File: config.mk
export PLATFORM = sky130hd
export DESIGN_NAME = uart_rx_match
export DESIGN_NICKNAME = d
export VERILOG_FILES = /design/src/rtl/uart_rx_match.sv
export SDC_FILE = /design/constraint.sdc
export NUM_CORES = 1
export LEC_CHECK = 0
export BUFFER_PORTS_ARGS = -buffer_cell sky130_fd_sc_hd__buf_4
export CAP_MARGIN = 25
export CORE_UTILIZATION = 30
export DETAILED_ROUTE_END_ITERATION = 16
export PLACE_DENSITY = 0.46
export SLEW_MARGIN = 10
export SYNTH_ARGS = -nofsm -noshare
export SYNTH_HDL_FRONTEND = slang
export SYNTH_SLANG_ARGS = --single-unit
File: constraint.sdc
create_clock -name clk -period 2.57 [get_ports clk]
set_input_delay 0.257 -clock clk [delete_from_list [all_inputs] [get_ports clk]]
set_output_delay 0.257 -clock clk [all_outputs]
set_load 0.02 [all_outputs]
File: src/rtl/uart_rx_match.sv
// uart_rx_match: 8N1 UART receiver with an in-line "Hello World!\n" sequence matcher
// Ports: clk/rst (async active-high) | rx serial in, idle high |
//        data last good byte | rcv good-byte strobe | frame_err bad-stop strobe |
//        match greeting-complete strobe | busy frame in progress
module uart_rx_match #(
  parameter int BAUD = 104,
  parameter int HALF = BAUD / 2
) (
  input  logic       clk,
  input  logic       rst,
  input  logic       rx,
  output logic [7:0] data,
  output logic       rcv,
  output logic       frame_err,
  output logic       match,
  output logic       busy
);
  localparam int CW = $clog2(BAUD) + 1;
  localparam logic [103:0] MSG = "Hello World!\n";
  typedef enum logic [1:0] {IDLE, START, DATA, STOP} state_t;
  state_t state_q, state_d;
  logic [CW-1:0] cnt_q, cnt_d;
  logic [2:0] bit_q, bit_d;
  logic [7:0] sh_q, sh_d, data_q, data_d, rom_b;
  logic [3:0] idx_q, idx_d;
  logic rcv_q, rcv_d, ferr_q, ferr_d, match_q, match_d, busy_q, busy_d;
  logic s1_q, s2_q;
  always_comb begin
    state_d = state_q;
    cnt_d   = cnt_q - CW'(1);
    bit_d   = bit_q;
    sh_d    = sh_q;
    data_d  = data_q;
    rcv_d   = 1'b0;
    ferr_d  = 1'b0;
    case (state_q)
      IDLE: if (!s2_q) begin
        state_d = START;
        cnt_d   = CW'(HALF - 1);
      end
      START: if (cnt_q == '0) begin
        state_d = s2_q ? IDLE : DATA;
        bit_d   = '0;
        cnt_d   = CW'(BAUD - 1);
      end
      DATA: if (cnt_q == '0) begin
        sh_d    = {s2_q, sh_q[7:1]};
        bit_d   = bit_q + 3'd1;
        cnt_d   = CW'(BAUD - 1);
        state_d = (bit_q == 3'd7) ? STOP : DATA;
      end
      STOP: if (cnt_q == '0) begin
        state_d = IDLE;
        rcv_d   = s2_q;
        ferr_d  = !s2_q;
        data_d  = s2_q ? sh_q : data_q;
      end
      default: state_d = IDLE;
    endcase
    busy_d = (state_d != IDLE);
    // ROM entry for the current match position; first character sits in the MSBs
    rom_b   = MSG[8*(12-int'(idx_q)) +: 8];
    // 'H' appears only at position 0, so restarting at 1 on a stray 'H' is exact
    idx_d   = ferr_q ? 4'd0 :
              !rcv_q ? idx_q :
              (data_q == rom_b) ? ((idx_q == 4'd12) ? 4'd0 : idx_q + 4'd1) :
              (data_q == "H") ? 4'd1 : 4'd0;
    match_d = rcv_q && (data_q == rom_b) && (idx_q == 4'd12);
  end
  always_ff @(posedge clk or posedge rst) begin
    if (rst) begin
      s1_q    <= 1'b1;
      s2_q    <= 1'b1;
      state_q <= IDLE;
      cnt_q   <= '0;
      bit_q   <= '0;
      sh_q    <= '0;
      data_q  <= '0;
      rcv_q   <= 1'b0;
      ferr_q  <= 1'b0;
      match_q <= 1'b0;
      busy_q  <= 1'b0;
      idx_q   <= '0;
    end else begin
      s1_q    <= rx;
      s2_q    <= s1_q;
      state_q <= state_d;
      cnt_q   <= cnt_d;
      bit_q   <= bit_d;
      sh_q    <= sh_d;
      data_q  <= data_d;
      rcv_q   <= rcv_d;
      ferr_q  <= ferr_d;
      match_q <= match_d;
      busy_q  <= busy_d;
      idx_q   <= idx_d;
    end
  end
  assign data      = data_q;
  assign rcv       = rcv_q;
  assign frame_err = ferr_q;
  assign match     = match_q;
  assign busy      = busy_q;
endmodule
Yosys cells after proc, flatten, opt, wreduce, memory -nomap -nowiden --
Index checks and enable logic that the tools add are counted.
Storage, ports and cells: bits in latches 0, bits in writable memories 0, memories 0, memory bits (read-only) 0, input bits 3, flip-flop bits (word level) 39, word-level logic and storage cells 60, output and inout bits 12
Cells by class: add/sub/neg operators 4, shift-type cells 1, divide/modulo/power cells 0, $mul 0, $lt $le $gt $ge 0, eq/ne operators 9, mux-type cells 22, reduce and logical (&&, ||, !) cells 12, bitwise logic cells 0
Operator list (number):
- $shiftx A104 B8 Y8 const A | 1
- $mux W4 | 4
- $mux W8 | 2
- $pmux W8 S2 | 1
- $mux W2 | 5
- $eq A8 B7 Y1 const B | 1
- $eq A8 B8 Y1 | 1
- $logic_not A8 Y1 | 1
- $pmux W2 S4 | 1
- $sub A8 B1 Y8 const B | 1
- $mux W1 | 6
- $mux W3 | 2
- $pmux W3 S2 | 1
- $reduce_and A3 Y1 | 2
- $reduce_bool A2 Y1 | 3
- $sub A4 B4 Y5 const A | 1
- $add A4 B1 Y4 const B | 1
- $eq A2 B2 Y1 const B | 2
- $eq A4 B4 Y1 const B | 1
- $ne A2 B2 Y1 const B | 2
- $add A3 B1 Y3 const B | 1
- $eq A3 B3 Y1 const B | 1
- $eq A2 B1 Y1 const B | 1
- $logic_and A1 B1 Y1 | 2
- 4 further kinds | 4

Longest topological paths before layout --
Gate-level depths: netlist of the first run.
word-level depth 6, gate-level depth with buffers 12, depth with buffers taken out 9

Least setup slack after synthesis of the first run --
Ideal clock, no wire load.
path type register to register, from register idx_q[1], to register idx_q[0], data required time 2444 ps, stages on the path, launching flop included 11, path buffers 2, period minus slack after synthesis 2783 ps, arrival time 2657 ps, setup time 126 ps, slack -213 ps, cell sequence dfrtp_1 -> buf_2 -> inv_1 -> ha_1 -> buf_6 -> or3_2 -> a31oi_1 -> xnor2_1 -> nand4b_1 -> o41a_1 -> a311o_1
On the way: longest elaborated chain between the ends 6, elaborated cells between the ends (all ways) 8, those cells by class add/sub: 1; eq/ne: 2; shift: 1; mux: 4
RTL lines:
- start: declaration | line 25 | logic [3:0] idx_q, idx_d;
- start signal: assignment | line 96 | idx_q <= idx_d;
- $sub A4 B4 Y5 | line 62 | rom_b = MSG[8*(12-int'(idx_q)) +: 8];
- $shiftx A104 B8 Y8 | line 62
- $eq A8 B8 Y1 | line 66 | (data_q == rom_b) ? ((idx_q == 4'd12) ? 4'd0 : idx_q + 4'd1) :
- $mux W4 * | line 66
- $mux W4 * | line 65 | !rcv_q ? idx_q :
- $mux W4 * | line 64 | idx_d = ferr_q ? 4'd0 :
Every way passes the cells marked *; elsewhere a longest branch is shown, timed or not. The select of a mux whose other input is x is not followed. A chain may end at the register's enable or synchronous reset.

Final worst setup path of the first run --
Same ends and word-level chain as after synthesis.

==> parameters.txt, run 1 <==
Parameter                              Value

Pwr
  Cell-internal power ... 809.4 µW
  Total power of the final layout ... 1.036 mW
  Leakage power ... 1.302 nW
  Part of the power in registers ... 59.7%
  Power density over the cells ... roughly 360 nW/µm²
  Max VDD drop ... between 0.0002 and 0.0003 V
  Fraction of power consumed by the clock network ... 38.7%
  Reported net switching power ... about 230 µW
  Combinational cell fraction of total power ... 1.6%
  Switching part of the total power ... 21.87%

Outcome
  Result of the run ... finished clean

CTS
  Longest Clk Path Bufs ... 2
  CTS tree ... yes
  Cell chosen for the clock root ... sky130_fd_sc_hd__clkbuf_8
  Register clock-pin slew on the reported worst setup and hold paths ... 80 ps
  Number of buffers created by CTS ... 5
  Post-CTS Hold Buffers ... 0
  Insertion delay of the later-clocked pin in the worst-skew pair ... approximately 290 ps
  Sink Count ... 39
  Maximum level of the CTS H-tree ... 2

Logic synthesis
  Net count after synthesis ... 250
  Number of cells produced by synthesis ... 238
  Post-synth cell types ... 64
  Number of register bits inferred by synthesis ... 39
  Commonest register cell after synthesis ... sky130_fd_sc_hd__dfrtp_1
  Yosys warns ... 0
  Number of flops mapped to enable cells by yosys ... 0
  Fraction of synthesis flops using an asynchronous set or reset pin ... 100.0%
  Post-Syn Area per Cell ... a little over 10 µm²
  Post-synthesis sequential area ratio ... 40.86%
  Combined area of all synthesized cells ... 2395 µm²

Setup path
  CP Capture Type ... flip-flop
  Signal arrival time at the worst endpoint ... 2680 ps
  Worst endpoint required time ... 2750 ps
  Register-to-Register Path Depth ... 8
  Critical Path Fanout Max ... 7
  Launching element type of the critical path ... flip-flop
  Crit Path Category ... reg -> reg

Final layout
  Net count reported at finish ... 275
  Proportion of layout cells with a drive suffix above 1 ... 29.17%
  Diode insertion count for antenna repair ... 0
  Seq. cell area ... roughly 980 µm²
  Core utilization of the finished layout ... 36.79%
  Multi-input logic area ... between 1000 and 1500 µm²
  Most common cell after layout, fill and taps aside ... sky130_fd_sc_hd__dfrtp_1
  Area grow syn2layout ... 18.70%
  Commonest cells after routing, fill and taps aside ... sky130_fd_sc_hd__dfrtp_1, sky130_fd_sc_hd__buf_4, sky130_fd_sc_hd__o21ai_0
  Total of fill cells in the finished design ... 809

Place
  Setup slack after placement ... 36.47 ps
  Detail Placement HPWL ... 3731 µm
  Gp weighted congestion ... 0.7239
  Port-buffer cells ... 14

Timing
  Hold Fails Final Rpt ... 0
  Highest achievable clock rate ... 399.9 MHz
  Total setup violations reported at the end of the flow ... 0
  Worst Max-Slew Pin Slew ... 496.8 ps
  Setup WS post-layout ... 69.59 ps
  Worst max-slew margin expressed relative to the limit ... 66.88%
  Final setup TNS ... 0 ps
  Max-slew violation total from the final report ... 0
  Minimum hold slack ... 75.14 ps
  Tcrit/Tclk final ... 97.29%
  Maximum clock skew at final layout ... slightly above 6 ps
  Final critical path time including I/O delays and setup ... ~2500 ps

Floorplanning
  Die outline area ... approximately 8300 µm²
  Effective utilization at floorplan ... a little under a third
  Die boundary height ... 91.35 µm
  Ports placed on the boundary ... 15
  X dimension of the die ... 91.35 µm
  Core outline area ... between 7000 and 8000 µm²
  Number of cell rows ... 32

Drt
  Total vias in the final route ... about 1,900
  Detailed Route WL ... 5319 µm
  ANT nets after route ... 0
  Post-DR vias/cell ... 5.169
  First-pass iteration count of the detailed router ... 4
  Detail-routed net length per standard cell ... 14.53 µm
  Post-detailed-route DRC marker count ... 0
  Number of DRC markers in iteration 0 ... 33

GRT
  Maximum number of pins on one net before global-route repair ... 40
  Number of antenna violations at the first check in global routing ... 0
  Congestion Overflow GR ... 0
  Total routing resource utilization after global routing ... a little over an eighth
  Number of global-route vias before repair ... ~1,800
  First-pass GRT wire length ... 8997 µm

Min path
  Tightest Hold Check Type ... in -> reg
  Worst hold path stage count ... 1

Job
  Max-cap viol count ... 0
==> per-stage QoR <==
step / std cells / instance area [µm²]
4_1_cts: 363 / 2766
3_3_place_gp: 355 / 2681
5_1_grt: 366 / 2843
6_report: 366 / 2843
3_5_place_dp: 355 / 2681
2_1_floorplan: 238 / 2422
==> worst paths after layout <==
path | slack, ps | endpoint | start
max | 70 | idx_q[0] | idx_q[1]
min | 80 | s1_q | rx
max reg2reg | 70 | idx_q[0] | idx_q[1]
min reg2reg | 360 | s2_q | s1_q
max in group asynchronous | 2110 | s2_q | rst
min in group asynchronous | 90 | cnt_q[7] | rst
==> cell usage after synthesis, drive strengths merged (2+ instances only) <==
library cell / n / area share [%]
and3: 2 / 0.52
ha: 9 / 4.7
dfstp: 2 / 2.2
nor4: 3 / 1.0
a31oi: 4 / 1.0
a32o: 3 / 1.3
nor2: 16 / 2.5
mux2: 15 / 7.1
nor2b: 3 / 1.1
a21oi: 9 / 1.9
or3: 5 / 1.4
xor2: 5 / 1.8
a221oi: 2 / 0.99
o21ai: 22 / 4.6
nand3: 8 / 1.9
xnor2: 6 / 2.2
a22o: 3 / 1.1
a311oi: 2 / 0.99
clkbuf: 3 / 0.47
o211ai: 2 / 0.63
nand2b: 3 / 0.89
nand2: 9 / 1.7
and2b: 2 / 0.73
inv: 13 / 2.0
o311a: 2 / 0.84
dfrtp: 37 / 39
o31ai: 3 / 0.94
a221o: 3 / 1.3
nor3b: 2 / 0.63
buf: 10 / 3.1
nor3: 8 / 1.9
a211oi: 2 / 0.63
==> cells by family after synthesis <==
kind of cell / count (synthesis) / share of synthesized area, %
muxes: 16 / 7.471
buffers and inverters: 27 / 5.747
xor gates and xnor gates: 11 / 4.023
adders and majority gates: 9 / 4.702
DFF: 39 / 40.86
and+or+nand+nor: 67 / 16.41
AOI/OAI and AO/OA: 69 / 20.79
==> power by group through the flow <==
| stage | clock network [mW] | logic, mW | registers (mW) |
|---|---|---|---|
| 4_1_cts | 0.421 | 0.0183 | 0.618 |
| 5_1_grt | 0.442 | 0.0206 | 0.618 |
| 3_5_place_dp | 0 | 0.0183 | 0.630 |
| 2_1_floorplan | 0 | 0.0105 | 0.629 |
| 6_report | 0.401 | 0.0171 | 0.618 |
| 3_3_place_gp | 0 | 0.0183 | 0.630 |
==> sequential cells by signal, summed over array words and instances, names as in the netlist <==
signal	cells
idx_q	4
cnt_q	8
state_q	2
bit_q	3
rcv	1
match	1
s1_q	1
frame_err	1
sh_q	8
s2_q	1
data	8
busy	1
==> worst max-delay path, stage by stage (launching register included) <==
cell and delay (ps):
sky130_fd_sc_hd__dfrtp_1 390, sky130_fd_sc_hd__inv_4 60, sky130_fd_sc_hd__ha_4 180, sky130_fd_sc_hd__or2_2 300, sky130_fd_sc_hd__or3_2 420, sky130_fd_sc_hd__o211ai_1 180, sky130_fd_sc_hd__xor2_1 140, sky130_fd_sc_hd__o41a_1 410
sky130_fd_sc_hd__a311o_1 310
==> layer usage <==
layer / global-route usage, % / share of wire [%] / vias to the layer above
met3: 2.261 / 2.2 / 7
met5: 0 / 0 / -
met2: 22.41 / 49 / 18
met4: 3.968 / 1.8 / 0
met1: 17.80 / 47 / 936
li1: - / - / 931
==> cell type report <==
class	count	area share (%)
Tap cell	102	4.489
Inverter	14	1.937
Clock inverter	2	0.4401
Multi-Input combinational cell	172	47.27
Timing Repair Buffer	31	8.891
Sequential cell	39	34.42
Clock buffer	6	2.553
==> what timing repair did <==
item                       CTS  global route
setup endpoints to repair    0             5
gates resized for setup      0            12
buffers inserted             0             3
Note: power is estimated with default switching activity, not from simulation.
==> run 2: changes to the inputs <==
--- a/config.mk
+++ b/config.mk
@@ -5,7 +5,7 @@
 export SDC_FILE = /design/constraint.sdc
 export NUM_CORES = 1
 export LEC_CHECK = 0
-export BUFFER_PORTS_ARGS = -buffer_cell sky130_fd_sc_hd__buf_4
+export BUFFER_PORTS_ARGS = -buffer_cell sky130_fd_sc_hd__buf_2
 export CAP_MARGIN = 25
 export CORE_UTILIZATION = 30
 export DETAILED_ROUTE_END_ITERATION = 16
==> parameters.txt, run 2 (same netlist as run 1, synthesis figures left out) <==
Parameter                              Value

Outcome
  Result of the run ... finished clean

Final layout
  Most common cell after layout, fill and taps aside ... sky130_fd_sc_hd__dfrtp_1
  Area grow syn2layout ... 17.14%
  Core utilization of the finished layout ... 36.30% (-0.49 points)
  Diode insertion count for antenna repair ... 0 (unchanged)
  Non-Filler Cell Area, Final ... 2805 µm² (-1.3%)
  Commonest cells after routing, fill and taps aside ... sky130_fd_sc_hd__dfrtp_1, sky130_fd_sc_hd__o21ai_0, sky130_fd_sc_hd__nor2_1
  Proportion of layout cells with a drive suffix above 1 ... 29.92% (+0.76 points)
  Net count reported at finish ... 275 (unchanged)

Drt
  Detail-routed net length per standard cell ... 14.50 µm (-0.24%)
  Wire length on met1 ... 2532 µm (+1.9%)
  Total vias in the final route ... 1,858 (-1.8%)
  Post-DR vias/cell ... 5.077 (-1.8%)
  Post-detailed-route DRC marker count ... 0 (unchanged)
  First-pass iteration count of the detailed router ... 4 (unchanged)
  Detailed route wirelength on metal3 ... 109 µm (-5.2%)
  Met2 wire len ... 2600 µm (-0.88%)
  ANT nets after route ... 0 (unchanged)
  Detailed Route WL ... 5306 µm (-0.24%)
  Number of DRC markers in iteration 0 ... 32 (-3.0%)
  Uppermost signal routing layer after detailed routing ... met4

Setup path
  Beginning of the worst register-to-register path ... idx_q[1]
  Slowest stage cell, crit path ... sky130_fd_sc_hd__dfrtp_1
  Crit-path cells ... inv_4 -> ha_4 -> buf_6 -> or3_4 -> a31oi_4 -> xnor2_1 -> nand4b_1 -> o41a_1 -> a311o_1
  Largest stage delay on the critical path ... 410 ps (about the same)
  Critical Path Fanout Max ... 11 (+4)
  Signal arrival time at the worst endpoint ... 2680 ps (about the same)
  Launching element type of the critical path ... flip-flop
  Register-to-register setup slack ... 60 ps (about the same)
  Source of the critical timing path ... idx_q[1]
  Worst endpoint required time ... 2740 ps (about the same)
  CP Capture Type ... flip-flop
  Crit Path Category ... reg -> reg

CTS
  Longest Clk Path Bufs ... 2 (unchanged)
  Insertion delay of the later-clocked pin in the worst-skew pair ... 290 ps (about the same)
  Number of buffers created by CTS ... 5 (unchanged)
  Post-CTS Hold Buffers ... 0 (unchanged)
  CTS tree ... yes
  Cell chosen for the clock root ... sky130_fd_sc_hd__clkbuf_8
  Sink Count ... 39 (unchanged)
  Maximum level of the CTS H-tree ... 2 (unchanged)
  Register clock-pin slew on the reported worst setup and hold paths ... 70 ps (about the same)

Timing
  Final critical path time including I/O delays and setup ... 2509 ps (+8.866 ps)
  Total setup violations reported at the end of the flow ... 0 (unchanged)
  Maximum clock skew at final layout ... 4.085 ps (-2.141 ps)
  Hold Fails Final Rpt ... 0 (unchanged)
  Highest achievable clock rate ... 398.5 MHz (-0.35%)
  Tcrit/Tclk final ... 97.64% (+0.34 points)
  Minimum hold slack ... 62.39 ps (-12.74 ps)
  Final setup TNS ... 0 ps (unchanged)
  Setup repair after global routing missed its margin ... true
  Worst max-slew margin expressed relative to the limit ... 66.73% (-0.15 points)
  Worst Max-Slew Pin Slew ... 499.0 ps (+2.279 ps)
  Max-slew violation total from the final report ... 0 (unchanged)

GRT
  First-pass GRT wire length ... 8797 µm (-2.2%)
  Number of antenna violations at the first check in global routing ... 0 (unchanged)
  Total routing resource utilization after global routing ... 13.25% (-0.18 points)
  Number of global-route vias before repair ... 1,775 (-2.4%)
  Maximum number of pins on one net before global-route repair ... 40 (unchanged)
  Congestion Overflow GR ... 0 (unchanged)

Min path
  Tightest Hold Check Type ... in -> reg
  Startpoint of the worst hold path ... rx

Pwr
  Switching part of the total power ... 21.49% (-0.37 points)
  Leakage power ... 1.300 nW (-0.11%)
  Cell-internal power ... 808.5 µW (-0.11%)
  Power density over the cells ... 367.1 nW/µm² (+0.75%)
  Fraction of power consumed by the clock network ... 38.4% (-0.3 points)
  Total power of the final layout ... 1.030 mW (-0.58%)
  Max VDD drop ... 0.0003361 V (+19%)
  Part of the power in registers ... 60.0% (+0.3 points)
  Combinational cell fraction of total power ... 1.6% (about the same)
  Reported net switching power ... 221.3 µW (-2.3%)

Floorplanning
  Effective utilization at floorplan ... 30.99% (unchanged)
  X dimension of the die ... 91.35 µm (unchanged)
  Die boundary height ... 91.35 µm (unchanged)
  Ports placed on the boundary ... 15 (unchanged)
  Die outline area ... 8344 µm² (unchanged)
  Number of cell rows ... 32 (unchanged)
  Core outline area ... 7727 µm² (unchanged)

Place
  Port-buffer cells ... 14 (unchanged)
  DP Area ... 2639 µm² (-1.6%)
  Gp weighted congestion ... 0.7257 (+0.25%)
  Detail Placement HPWL ... 3770 µm (+1.0%)

Job
  Max-cap viol count ... 0 (unchanged)
-- run 2: cell types whose count changed in the layout (fill, tap and decap cells not counted) --
cell / before / now
sky130_fd_sc_hd__buf_6: 2 / 1
sky130_fd_sc_hd__dfrtp_2: 0 / 1
sky130_fd_sc_hd__dfrtp_1: 37 / 36
sky130_fd_sc_hd__nor3b_2: 0 / 1
sky130_fd_sc_hd__buf_4: 28 / 15
sky130_fd_sc_hd__a221oi_1: 1 / 0
sky130_fd_sc_hd__a221oi_2: 1 / 2
sky130_fd_sc_hd__nor3b_4: 1 / 0
sky130_fd_sc_hd__buf_2: 0 / 14
-- run 2: area by class of cell --
class / instances / area (µm²)
Clock inverter: 2 / 12.51
Multi-Input combinational cell: 172 / 1344
Fill cell: 785 / 4922
Sequential cell: 39 / 979.7
Inverter: 14 / 55.05
Clock buffer: 6 / 72.57
Tap cell: 102 / 127.6
Timing Repair Buffer: 31 / 214.0
-- run 2: path summary, 6_finish.rpt --
path / end / depth (start not counted)
min: s1_q / 1
max reg2reg: idx_q[0] / 9
min reg2reg: s2_q / 0
max: idx_q[0] / 9
max in group asynchronous: s2_q / 3
min in group asynchronous: cnt_q[7] / 3
-- run 2: power by group through the flow --
stage / clock (mW) / combinational (mW) / sequential (mW)
detailed placement: 0 / 0.0174 / 0.630
global placement: 0 / 0.0174 / 0.630
global route: 0.439 / 0.0198 / 0.618
floorplan: 0 / 0.0105 / 0.629
finish: 0.395 / 0.0162 / 0.618
CTS: 0.427 / 0.0175 / 0.618
-- run 2: repair_timing --
action                     in CTS  in global routing
setup buffers                   0                  4
pin swaps                       0                  4
setup endpoints to repair       1                  5
gates resized for setup         1                  9
-- run 2: layer usage --
metal	GRT usage, %	vias up
li1	-	932
met1	16.95	901
met2	22.41	20
met3	2.261	5
met4	4.762	0
met5	0	-
-- run 2: critical path, delay by kind of cell (launching register included) --
kind            cells  cell delay, ps
compound gates      3             850
simple gates        2             520
flops               1             410
fa+ha+maj           1             230
buf+inv             2             230
xor+xnor            1             150
-- run 2: stage by stage --
stage / instances / worst slack (ps)
after floorplan: 238 / 1.319
after global placement: 354 / 51.43
after detailed placement: 354 / 9.454
after CTS: 362 / 20.92
after global routing: 366 / -43.38
final: 366 / 60.73
==> run 3: changes to the inputs <==
--- a/config.mk
+++ b/config.mk
@@ -6,10 +6,10 @@
 export NUM_CORES = 1
 export LEC_CHECK = 0
 export BUFFER_PORTS_ARGS = -buffer_cell sky130_fd_sc_hd__buf_2
-export CAP_MARGIN = 25
+export CAP_MARGIN = 10
 export CORE_UTILIZATION = 30
 export DETAILED_ROUTE_END_ITERATION = 16
-export PLACE_DENSITY = 0.46
+export PLACE_DENSITY = 0.44
 export SLEW_MARGIN = 10
 export SYNTH_ARGS = -nofsm -noshare
 export SYNTH_HDL_FRONTEND = slang
==> constraint.sdc (replaced) <==
create_clock -name clk -period 2.9 [get_ports clk]
set_input_delay 0.29 -clock clk [delete_from_list [all_inputs] [get_ports clk]]
set_output_delay 0.29 -clock clk [all_outputs]
set_load 0.02 [all_outputs]
==> parameters.txt, run 3 (same netlist as run 1, synthesis figures left out) <==
Parameter                              Value

Pwr
  Total power of the final layout ... 1.010 mW (-1.9%)
  Max VDD drop ... 0.0002270 V (-32%)
  Leakage power ... 1.291 nW (-0.67%)
  Power density over the cells ... 368.7 nW/µm² (+0.44%)

CTS
  Register clock-pin slew on the reported worst setup and hold paths ... 80 ps (about the same)
  Sink Count ... 39 (unchanged)
  Cell chosen for the clock root ... sky130_fd_sc_hd__clkbuf_8
  CTS tree ... yes
  Maximum level of the CTS H-tree ... 2 (unchanged)
  Insertion delay of the later-clocked pin in the worst-skew pair ... 290 ps (about the same)
  Post-cts sizing count ... 0 (-1)
  Number of buffers created by CTS ... 5 (unchanged)
  Post-CTS Setup Inserts ... 0 (unchanged)
  Post-CTS Hold Buffers ... 0 (unchanged)
  Longest Clk Path Bufs ... 2 (unchanged)

Final layout
  Non-Filler Cell Area, Final ... 2740 µm² (-2.3%)
  Net count reported at finish ... 274 (-0.36%)
  Most common cell after layout, fill and taps aside ... sky130_fd_sc_hd__dfrtp_1
  Fin cells ... 365 (-0.27%)
  Commonest cells after routing, fill and taps aside ... sky130_fd_sc_hd__dfrtp_1, sky130_fd_sc_hd__o21ai_0, sky130_fd_sc_hd__nor2_1, sky130_fd_sc_hd__buf_4, sky130_fd_sc_hd__mux2_2
  Area grow syn2layout ... 14.42%
  Core utilization of the finished layout ... 35.46% (-0.84 points)
  Proportion of layout cells with a drive suffix above 1 ... 26.62% (-3.3 points)
  Diode insertion count for antenna repair ... 0 (unchanged)

Drt
  Total vias in the final route ... 1,861 (+0.16%)
  First-pass iteration count of the detailed router ... 4 (unchanged)
  Number of DRC markers in iteration 0 ... 53 (+66%)
  Post-detailed-route DRC marker count ... 0 (unchanged)
  Detail-routed net length per standard cell ... 14.19 µm (-2.1%)
  ANT nets after route ... 0 (unchanged)
  Post-DR vias/cell ... 5.099 (+0.44%)
  Detailed Route WL ... 5181 µm (-2.4%)

Timing
  Setup WS post-layout ... 223.8 ps (+163.0 ps)
  Final critical path time including I/O delays and setup ... 2676 ps (+167.0 ps)
  Highest achievable clock rate ... 373.7 MHz (-6.2%)
  Max-slew violation total from the final report ... 0 (unchanged)
  Final setup TNS ... 0 ps (unchanged)
  Worst max-slew margin expressed relative to the limit ... 67.38% (+0.65 points)
  Hold Fails Final Rpt ... 0 (unchanged)
  Worst Max-Slew Pin Slew ... 489.4 ps (-9.675 ps)
  Tcrit/Tclk final ... 92.28% (-5.4 points)
  Maximum clock skew at final layout ... 6.028 ps (+1.943 ps)
  Setup repair after global routing missed its margin ... false
  Total setup violations reported at the end of the flow ... 0 (unchanged)
  Minimum hold slack ... 96.27 ps (+33.88 ps)

Min path
  Tightest Hold Check Type ... in -> reg
  Worst Hold Endpoint ... s1_q
  Worst hold path stage count ... 1 (unchanged)
  Startpoint of the worst hold path ... rx

Place
  Placed Cells incl. Taps ... 357 (+0.85%)
  Port-buffer cells ... 14 (unchanged)
  Gp weighted congestion ... 0.7357 (+1.4%)
  Setup slack after placement ... 126.5 ps (+117.0 ps)
  DP Area ... 2628 µm² (-0.43%)
  Detail Placement HPWL ... 3725 µm (-1.2%)

Setup path
  CP Capture Type ... flip-flop
  Signal arrival time at the worst endpoint ... 2850 ps (+170 ps)
  Register-to-Register Path Depth ... 9 (unchanged)
  Register-to-register setup slack ... 220 ps (+160 ps)
  Critical Path Fanout Max ... 15 (+4)
  Launching element type of the critical path ... flip-flop
  Worst endpoint required time ... 3070 ps (+330 ps)
  End of the worst register-to-register path ... idx_q[0]
  Crit Path Category ... reg -> reg
  Beginning of the worst register-to-register path ... idx_q[1]

Floorplanning
  Effective utilization at floorplan ... 30.99% (unchanged)
  Number of cell rows ... 32 (unchanged)
  Die outline area ... 8344 µm² (unchanged)
  X dimension of the die ... 91.35 µm (unchanged)
  Core outline area ... 7727 µm² (unchanged)
  Ports placed on the boundary ... 15 (unchanged)
  Die boundary height ... 91.35 µm (unchanged)

GRT
  Number of antenna violations at the first check in global routing ... 0 (unchanged)
  Total routing resource utilization after global routing ... 13.41% (+0.16 points)
  Maximum number of pins on one net before global-route repair ... 40 (unchanged)
  Congestion Overflow GR ... 0 (unchanged)
  Number of global-route vias before repair ... 1,819 (+2.5%)
  First-pass GRT wire length ... 8970 µm (+2.0%)

Outcome
  Result of the run ... finished clean

Job
  Max-cap viol count ... 0 (unchanged)
## run 3: power breakdown
group | internal, mW | switching (mW) | total, mW | leakage, nW
sequential | 0.546 | 0.00172 | 0.548 | 0.518
combinational | 0.00248 | 0.0118 | 0.0143 | 0.722
clock | 0.257 | 0.192 | 0.448 | 0.0514
total | 0.805 | 0.205 | 1.01 | 1.29
## run 3: worst max path at each step
stage                     to      from  slack, ps
global route        idx_q[0]  idx_q[1]         30
CTS                 idx_q[0]  idx_q[1]        100
finish              idx_q[0]  idx_q[1]        220
floorplan           idx_q[0]  idx_q[1]        120
global placement    idx_q[0]  idx_q[0]        140
detailed placement  idx_q[0]  idx_q[1]        130
## run 3: per-layer routing
metal  vias to the layer above  GRT usage (%)  wire length [µm]
li1                        924              -                 -
met2                        24          20.77              2406
met5                         -              0                 0
met4                         0          3.836                40
met1                       909          18.72              2598
met3                         4          2.931               136
## run 3: final cells by class
cell class	instances	area, µm²
clock buffer	6	72.57
clock inverter	2	37.54
fill	813	4987
inverter	14	52.55
multi-input combinational	172	1281
sequential	39	978.4
tap	102	127.6
timing repair buffer	30	190.2
## run 3: critical path, cell delays in order, from the launching register on
cell                       delay [ps]
sky130_fd_sc_hd__dfrtp_1          350
sky130_fd_sc_hd__inv_1             60
sky130_fd_sc_hd__ha_2             480
sky130_fd_sc_hd__mux2i_1          110
sky130_fd_sc_hd__o311a_1          290
sky130_fd_sc_hd__o221ai_1         250
sky130_fd_sc_hd__xnor2_1          150
sky130_fd_sc_hd__nand3_1          120
sky130_fd_sc_hd__o41a_1           440
sky130_fd_sc_hd__a311o_1          320
